[src/rtl/mem_wb_skid_pkg.sv]
// Shared pipeline definitions for the MEM->WB skid buffer: occupancy state
// encoding and the bit layout of one stored entry record.
package mem_wb_skid_pkg;

  typedef enum logic [1:0] {
    ST_EMPTY = 2'd0,
    ST_ONE   = 2'd1,
    ST_TWO   = 2'd2
  } skid_state_t;

  // Entry record, MSB first: {mem2reg, wreg, rd[RD_W], data[XLEN], dmem[XLEN]}
  function automatic int ent_w(input int xlen, input int rd_w);
    return 2 * xlen + rd_w + 2;
  endfunction

  function automatic int ent_dmem_lsb();
    return 0;
  endfunction

  function automatic int ent_data_lsb(input int xlen);
    return xlen;
  endfunction

  function automatic int ent_rd_lsb(input int xlen);
    return 2 * xlen;
  endfunction

  function automatic int ent_wreg_bit(input int xlen, input int rd_w);
    return 2 * xlen + rd_w;
  endfunction

  function automatic int ent_mem2reg_bit(input int xlen, input int rd_w);
    return 2 * xlen + rd_w + 1;
  endfunction

endpackage

[src/rtl/mem_wb_skid.sv]
// Two-entry MEM->WB skid buffer: head register drives the WB outputs, skid
// register absorbs one extra entry so o_mem_ready can come straight from a flop.
module mem_wb_skid
  import mem_wb_skid_pkg::*;
#(
  parameter int XLEN       = 32,
  parameter int RD_W       = 5,
  parameter int FWD_RESULT = 1
) (
  input  logic              i_clk,
  input  logic              i_resetn,
  input  logic              i_flush,
  input  logic              i_mem_valid,
  output logic              o_mem_ready,
  input  logic              i_mem_mem2reg,
  input  logic              i_mem_wreg,
  input  logic [RD_W-1:0]   i_mem_rd,
  input  logic [XLEN-1:0]   i_mem_data,
  input  logic [XLEN-1:0]   i_rd_dmem,
  output logic              o_wb_valid,
  input  logic              i_wb_ready,
  output logic              o_wb_mem2reg,
  output logic              o_wb_wreg,
  output logic [RD_W-1:0]   o_wb_rd,
  output logic [XLEN-1:0]   o_wb_data,
  output logic [XLEN-1:0]   o_wb_dmem,
  output logic [XLEN-1:0]   o_wb_result,
  output skid_state_t       o_dbg_state
);

  localparam int EW       = ent_w(XLEN, RD_W);
  localparam int DMEM_LSB = ent_dmem_lsb();
  localparam int DATA_LSB = ent_data_lsb(XLEN);
  localparam int RD_LSB   = ent_rd_lsb(XLEN);
  localparam int WREG_BIT = ent_wreg_bit(XLEN, RD_W);
  localparam int M2R_BIT  = ent_mem2reg_bit(XLEN, RD_W);

  // Handshake: an entry moves on a rising edge only when valid and ready are
  // both high in that cycle; a flush at the same edge cancels both transfers.
  skid_state_t   state_q, state_d;
  logic [EW-1:0] head_q, head_d;
  logic [EW-1:0] skid_q, skid_d;
  logic          valid_q, valid_d;
  logic          ready_q, ready_d;

  logic          accept;
  logic          drain;
  logic          cap_wreg;
  logic [EW-1:0] cap;

  assign accept = i_mem_valid && ready_q;
  assign drain  = valid_q && i_wb_ready;

  // A write to x0 or a non-writing entry is normalised to wreg=0, rd=0.
  assign cap_wreg = i_mem_wreg && (i_mem_rd != {RD_W{1'b0}});
  assign cap = {i_mem_mem2reg, cap_wreg,
                (cap_wreg ? i_mem_rd : {RD_W{1'b0}}),
                i_mem_data, i_rd_dmem};

  always_comb begin
    state_d = state_q;
    head_d  = head_q;
    skid_d  = skid_q;
    case (state_q)
      ST_EMPTY: begin
        if (accept) begin
          head_d  = cap;
          state_d = ST_ONE;
        end
      end
      ST_ONE: begin
        if (accept && drain) begin
          head_d = cap;
        end else if (accept) begin
          skid_d  = cap;
          state_d = ST_TWO;
        end else if (drain) begin
          state_d = ST_EMPTY;
        end
      end
      ST_TWO: begin
        if (drain) begin
          head_d  = skid_q;
          skid_d  = '0;
          state_d = ST_ONE;
        end
      end
      default: begin
        state_d = ST_EMPTY;
      end
    endcase
    if (i_flush) begin
      state_d = ST_EMPTY;
      head_d  = '0;
      skid_d  = '0;
    end
    valid_d = (state_d != ST_EMPTY);
    ready_d = (state_d != ST_TWO);
  end

  always_ff @(posedge i_clk or negedge i_resetn) begin
    if (!i_resetn) begin
      state_q <= ST_EMPTY;
      head_q  <= '0;
      skid_q  <= '0;
      valid_q <= 1'b0;
      ready_q <= 1'b1;
    end else begin
      state_q <= state_d;
      head_q  <= head_d;
      skid_q  <= skid_d;
      valid_q <= valid_d;
      ready_q <= ready_d;
    end
  end

  assign o_mem_ready  = ready_q;
  assign o_wb_valid   = valid_q;
  assign o_wb_mem2reg = head_q[M2R_BIT];
  assign o_wb_wreg    = head_q[WREG_BIT] && valid_q;
  assign o_wb_rd      = head_q[RD_LSB +: RD_W];
  assign o_wb_data    = head_q[DATA_LSB +: XLEN];
  assign o_wb_dmem    = head_q[DMEM_LSB +: XLEN];
  assign o_dbg_state  = state_q;

  generate
    if (FWD_RESULT != 0) begin : g_result
      assign o_wb_result = o_wb_mem2reg ? o_wb_dmem : o_wb_data;
    end else begin : g_no_result
      assign o_wb_result = '0;
    end
  endgenerate

endmodule
[config.mk]
export PLATFORM = sky130hd
export DESIGN_NAME = mem_wb_skid
export DESIGN_NICKNAME = d
export VERILOG_FILES = /design/src/rtl/mem_wb_skid_pkg.sv /design/src/rtl/mem_wb_skid.sv
export SDC_FILE = /design/constraint.sdc
export NUM_CORES = 1
export LEC_CHECK = 0
export BUFFER_PORTS_ARGS = -buffer_cell sky130_fd_sc_hd__buf_2
export CORE_AREA = 2 2 135 137
export CTS_CLUSTER_DIAMETER = 50
export DETAILED_ROUTE_END_ITERATION = 10
export DIE_AREA = 0 0 137 139
export PLACE_DENSITY = 0.68
export SYNTH_ARGS = -nofsm -noshare
export SYNTH_HDL_FRONTEND = slang
export SYNTH_SLANG_ARGS = --single-unit
[constraint.sdc]
create_clock -name i_clk -period 2.3 [get_ports i_clk]
set_input_delay 0.23 -clock i_clk [delete_from_list [all_inputs] [get_ports i_clk]]
set_output_delay 0.23 -clock i_clk [all_outputs]
set_load 0.005 [all_outputs]
Word-level counts from Yosys, hierarchy flattened
Index checks and enable logic that the tools add are counted.
{"block": "op_classes", "n_eq_ne": 8, "muxes": 18, "n_reduce_logical": 12}
{"operator": "$mux W71", "n": 7}
{"operator": "$pmux W71 S3", "n": 1}
{"operator": "$pmux W71 S2", "n": 1}
{"operator": "$mux W32", "n": 1}
{"operator": "$ne A3 B3 Y1 const B", "n": 5}
{"operator": "$mux W2", "n": 6}
{"operator": "$reduce_and A4 Y1", "n": 2}
{"operator": "$pmux W2 S3", "n": 1}
{"operator": "$logic_and A1 B1 Y1", "n": 5}
{"operator": "$mux W5", "n": 1}
{"operator": "$reduce_bool A5 Y1", "n": 1}
{"operator": "$reduce_bool A4 Y1", "n": 1}
{"operator": "$reduce_bool A3 Y1", "n": 1}
{"operator": "$eq A2 B1 Y1 const B", "n": 1}
{"operator": "$eq A2 B2 Y1 const B", "n": 1}
{"operator": "$logic_not A2 Y1", "n": 1}
{"operator": "$ne A2 B2 Y1 const B", "n": 1}
{"operator": "$reduce_bool A2 Y1", "n": 1}
{"block": "totals", "in_bits": 76, "out_inout_bits": 107, "register_bits": 146}

Depth between registers and ports, before layout
{"block": "logic_depth", "ltp_word": 7, "mapped_depth": 9, "ltp_nobuf": 6}

Least setup slack after synthesis
No wires, ideal clock.
{"block": "synth_path", "kind": "register to register", "start": "register state_q[0], in the netlist o_dbg_state[0]", "end": "register skid_q[15]", "synth_period_minus_slack_ns": 1.938, "n_path_buf": 2, "setup_ns": 0.078, "path_slack_ns": 0.362, "arrival_time_ns": 1.860, "stages_incl_launch_ff": 9, "path_cell_list": "dfrtp_1 -> inv_1 -> ha_1 -> buf_4 -> and4b_1 -> a31oi_2 -> clkbuf_1 -> nand2_1 -> a21oi_1"}
{"block": "synth_between", "elab_chain_cells": 3, "elab_cells_between_ends": 9}
{"item": "from (decl)", "line": "mem_wb_skid.sv:40", "rtl": "skid_state_t state_q, state_d;"}
{"item": "from (signal assigned)", "line": "mem_wb_skid.sv:109", "rtl": "state_q <= state_d;"}
{"item": "$eq A2 B1 Y1 / $eq A2 B2 Y1 (equally long branches)", "line": "mem_wb_skid.sv:64", "rtl": "case (state_q)"}
{"item": "$ne A3 B3 Y1 (no line), or another cell as far along"}
{"item": "$reduce_and A4 Y1 (no line) / $mux W71 (equally long branches)"}
{"item": "to (signal assigned)", "line": "mem_wb_skid.sv:111", "rtl": "skid_q <= skid_d;"}
{"item": "to (decl)", "line": "mem_wb_skid.sv:42", "rtl": "logic [EW-1:0] skid_q, skid_d;"}
Several ways; a longest one is shown, not always the timed one.
A chain may end at the register's enable or synchronous reset.

Worst setup path in the final report
{"block": "layout_path", "start": "register state_q[1], in the netlist o_dbg_state[1]", "end": "register skid_q[18]"}
Same word-level chain as after synthesis.

==> flow_summary_export.csv <==
group,metric,value,unit
status,outcome,"completed",
synth,synth-edff-count,0,
timing,tns,0,ns
detailed_routing,vias,6068,
power_and_ir_drop,ir_drop,0.565,mV
power_and_ir_drop,power.leakage,4.05,nW
layout,stdcell_count,1107,
timing,relSlewSlack,0.239,
timing,tightest_slew,1.14,ns
synth,ys_ff_latch,146,
power_and_ir_drop,p_per_area,949,nW/um^2
layout,design_area,9140,sq um
floorplanning,core,17700,sq um
clocking,numCtsBuffers,17,
global_routing,grt_max_degree,76,
synth,synth_top_flop_cell,"dfrtp_1",
clocking,clock-sinks,146,
detailed_routing,dr.pass1.iters,8,
synth,synth_area,7800,sq um
setup_path,end_kind,"flip-flop",
setup_path,crit_buf_inv,2,
floorplanning,start_util,0.442,
clocking,clock_latency,0.42,ns
detailed_routing,drtAntennaViolNets,0,
synth,yosys_warnings,0,
timing,whs,0.0569,ns
floorplanning,ios,183,
layout,layout.area.seq,3660,sq um
synth,synthArstFlopShare,1.00,
clocking,cts.path.max_buffers,2,
detailed_routing,wl,20300,um
layout,multiInputGateArea,3340,sq um
setup_path,critPathLaunchType,"flip-flop",
clocking,cts_tree,"yes",
detailed_routing,wl_per_cell,18.4,um
placed_design,gp_congestion,0.792,
synth,ys_seq_area_frac,0.469,
timing,layout_min_cycle_time,2.14,ns
timing,rsz0062_at_grt,"no",
placed_design,place.port_buffers,182,
layout,layout.nets,945,
synth,syn-num-nets,861,
floorplanning,rows,49,
setup_path,crit_family,"simple AND/OR/NAND/NOR gates",
clocking,postCtsSetupRepairBufs,0,
setup_path,cp.depth,7,
timing,hold_viol,0,
global_routing,antenna_found_initial,0,
detailed_routing,drt-initial-drc-count,371,
setup_path,crit_chain,"inv_1, ha_1, and4b_2, a31o_2, buf_12, nand3b_1, a21oi_1",
worst_hold_path,hp-class,"input pin to flip-flop",
setup_path,required,2.64,ns
floorplanning,die-height,139,um
setup_path,crit_fanout,39,
synth,synth_cell_types,38,
layout,area_delta_synth_final,17.2,%
global_routing,grt_use_total,0.217,
clocking,cts-htree-levels,4,
placed_design,hpwl,13200,um
setup_path,critical_path_class,"flip-flop to flip-flop",
setup_path,rr_worst_depth,7,
global_routing,overflow,0,
setup_path,cp_data_arrival_time,2.48,ns
timing,fmaxAchievable,468,MHz
floorplanning,die_x,137,um
timing,slew_viol_final,0,
setup_path,slowest_stage,"dfrtp_1",
clocking,cts-root-buf,"clkbuf_16",
detailed_routing,drc,0,
synth,avgSynthCellArea,9.98,sq um
timing,fin_crit_sh,0.928,
setup_path,rrSetupSlack,0.16,ns
worst_hold_path,holdPathStages,3,
layout,n_antenna_cell,0,
clocking,clk_pin_slew,0.06,ns
detailed_routing,viasPerCell,5.48,
layout,final_layout_size_suffix_gt1_frac,0.318,
placed_design,placedCellCount,1074,
global_routing,grt_pass1_wl,32400,um
setup_path,crit_path_max_incr_delay,0.45,ns
timing,fin_skew,0.00606,ns
layout,fill_cells,1608,
placed_design,placed_cell_area,8490,sq um
floorplanning,dieArea,19000,sq um
global_routing,grt_pass1_vias,5877,
synth,synth_cells,781,
timing,final-setup-viol-count,0,
job,max_cap_violations,0,
worst register-to-register path, delay by kind of cell, from the launching register on:
family | cells | cell delay [ns]
AO/OA/AOI/OAI | 2 | 0.42
buffers and inverters | 2 | 0.37
flip-flops | 1 | 0.45
adder cells (fa/ha/maj) | 1 | 0.27
AND/OR/NAND/NOR | 2 | 0.54
stage by stage:
step           setup slack [ns]  total power [W]   util
2_1_floorplan             0.362          0.00502      -
3_3_place_gp              0.179          0.00573  0.481
3_5_place_dp              0.128          0.00577  0.481
4_1_cts                   0.126          0.00876  0.517
5_1_grt                 0.00544          0.00915  0.518
6_report                  0.165          0.00868  0.518
cell type report:
class,count,share of cell area
Sequential cell,146,0.400
Multi-Input combinational cell,492,0.365
Timing Repair Buffer,206,0.133
Clock buffer,22,0.0519
Tap cell,229,0.0314
Clock inverter,10,0.0170
Inverter,2,0.000822
cells in the mapped netlist, types with 2 or more instances:
cell type / instances / area (sq um)
nor2b_1: 2 / 12.5
a21boi_0: 2 / 15.0
a211oi_1: 71 / 533
a22oi_1: 5 / 37.5
o21a_1: 2 / 15.0
inv_1: 2 / 7.51
nand2_1: 90 / 338
mux2_2: 32 / 360
a21oi_1: 126 / 631
buf_4: 71 / 533
o21ai_0: 16 / 80.1
ha_1: 4 / 50.1
nor2_1: 4 / 15.0
and2_1: 3 / 18.8
dfrtp_1: 145 / 3630
clkbuf_1: 42 / 158
nand3_1: 5 / 25.0
or2_2: 2 / 12.5
mux2i_1: 65 / 651
buf_2: 27 / 135
nand3b_1: 48 / 360
worst paths after layout:
path                           startpoint          end
max                        o_dbg_state[1]   skid_q[18]
min                          i_rd_dmem[0]    skid_q[0]
max reg2reg                o_dbg_state[1]   skid_q[18]
min reg2reg                    skid_q[59]   skid_q[59]
max in group asynchronous        i_resetn  o_mem_ready
min in group asynchronous        i_resetn   head_q[21]
routing by layer:
layer | vias up | wire (um) | track usage
li1 | 2886 | - | -
met1 | 2965 | 9390 | 0.310
met2 | 193 | 9530 | 0.331
met3 | 24 | 1120 | 0.0497
met4 | 0 | 293 | 0.0619
met5 | - | 0 | 0
sequential cells by signal (all words and copies together) (netlist names):
register     count
o_wb_valid       1
o_dbg_state      2
head_q          71
o_mem_ready      1
skid_q          71
kinds of logic (layout without fill, tap and decap cells):
kind of cell    Yosys count  in the layout  share of synthesized area
mux                      97             97                      0.130
fa+ha+maj                 5              5                    0.00770
simple gates            158            158                      0.104
buf+inv                 143            240                      0.107
xor+xnor                  1              1                    0.00112
compound gates          231            231                      0.181
flops                   146            146                      0.469
cells in the final DEF, fill, tap and decap left out, types with 3 or more instances in the layout:
| master | netlist | layout |
|---|---|---|
| buf_2 | 27 | 180 |
| a22oi_1 | 5 | 5 |
| o21ai_0 | 16 | 16 |
| ha_1 | 4 | 3 |
| nand3b_1 | 48 | 48 |
| nand2_1 | 90 | 90 |
| nor2_1 | 4 | 4 |
| buf_12 | 0 | 9 |
| buf_4 | 71 | 14 |
| nand3_1 | 5 | 5 |
| a21oi_1 | 126 | 126 |
| dfrtp_1 | 145 | 144 |
| clkbuf_16 | 0 | 17 |
| mux2_2 | 32 | 32 |
| bufinv_16 | 0 | 4 |
| mux2i_1 | 65 | 65 |
| clkbuf_8 | 0 | 3 |
| clkinv_2 | 0 | 4 |
| a211oi_1 | 71 | 71 |
where the power goes:
group / switching [W] / leakage (nW) / internal (W)
combinational: 0.00130 / 1.79 / 0.00111
sequential: 0.000357 / 1.95 / 0.00296
clock: 0.00106 / 0.306 / 0.00189
total: 0.00271 / 4.05 / 0.00596
repair_timing:
item,4_1_cts,5_1_grt
setup endpoints to repair,0,22
hold buffers,1,0
gates resized for setup,0,2
endpoints found under the hold margin,44,0
(Power assumes the default switching activity.)
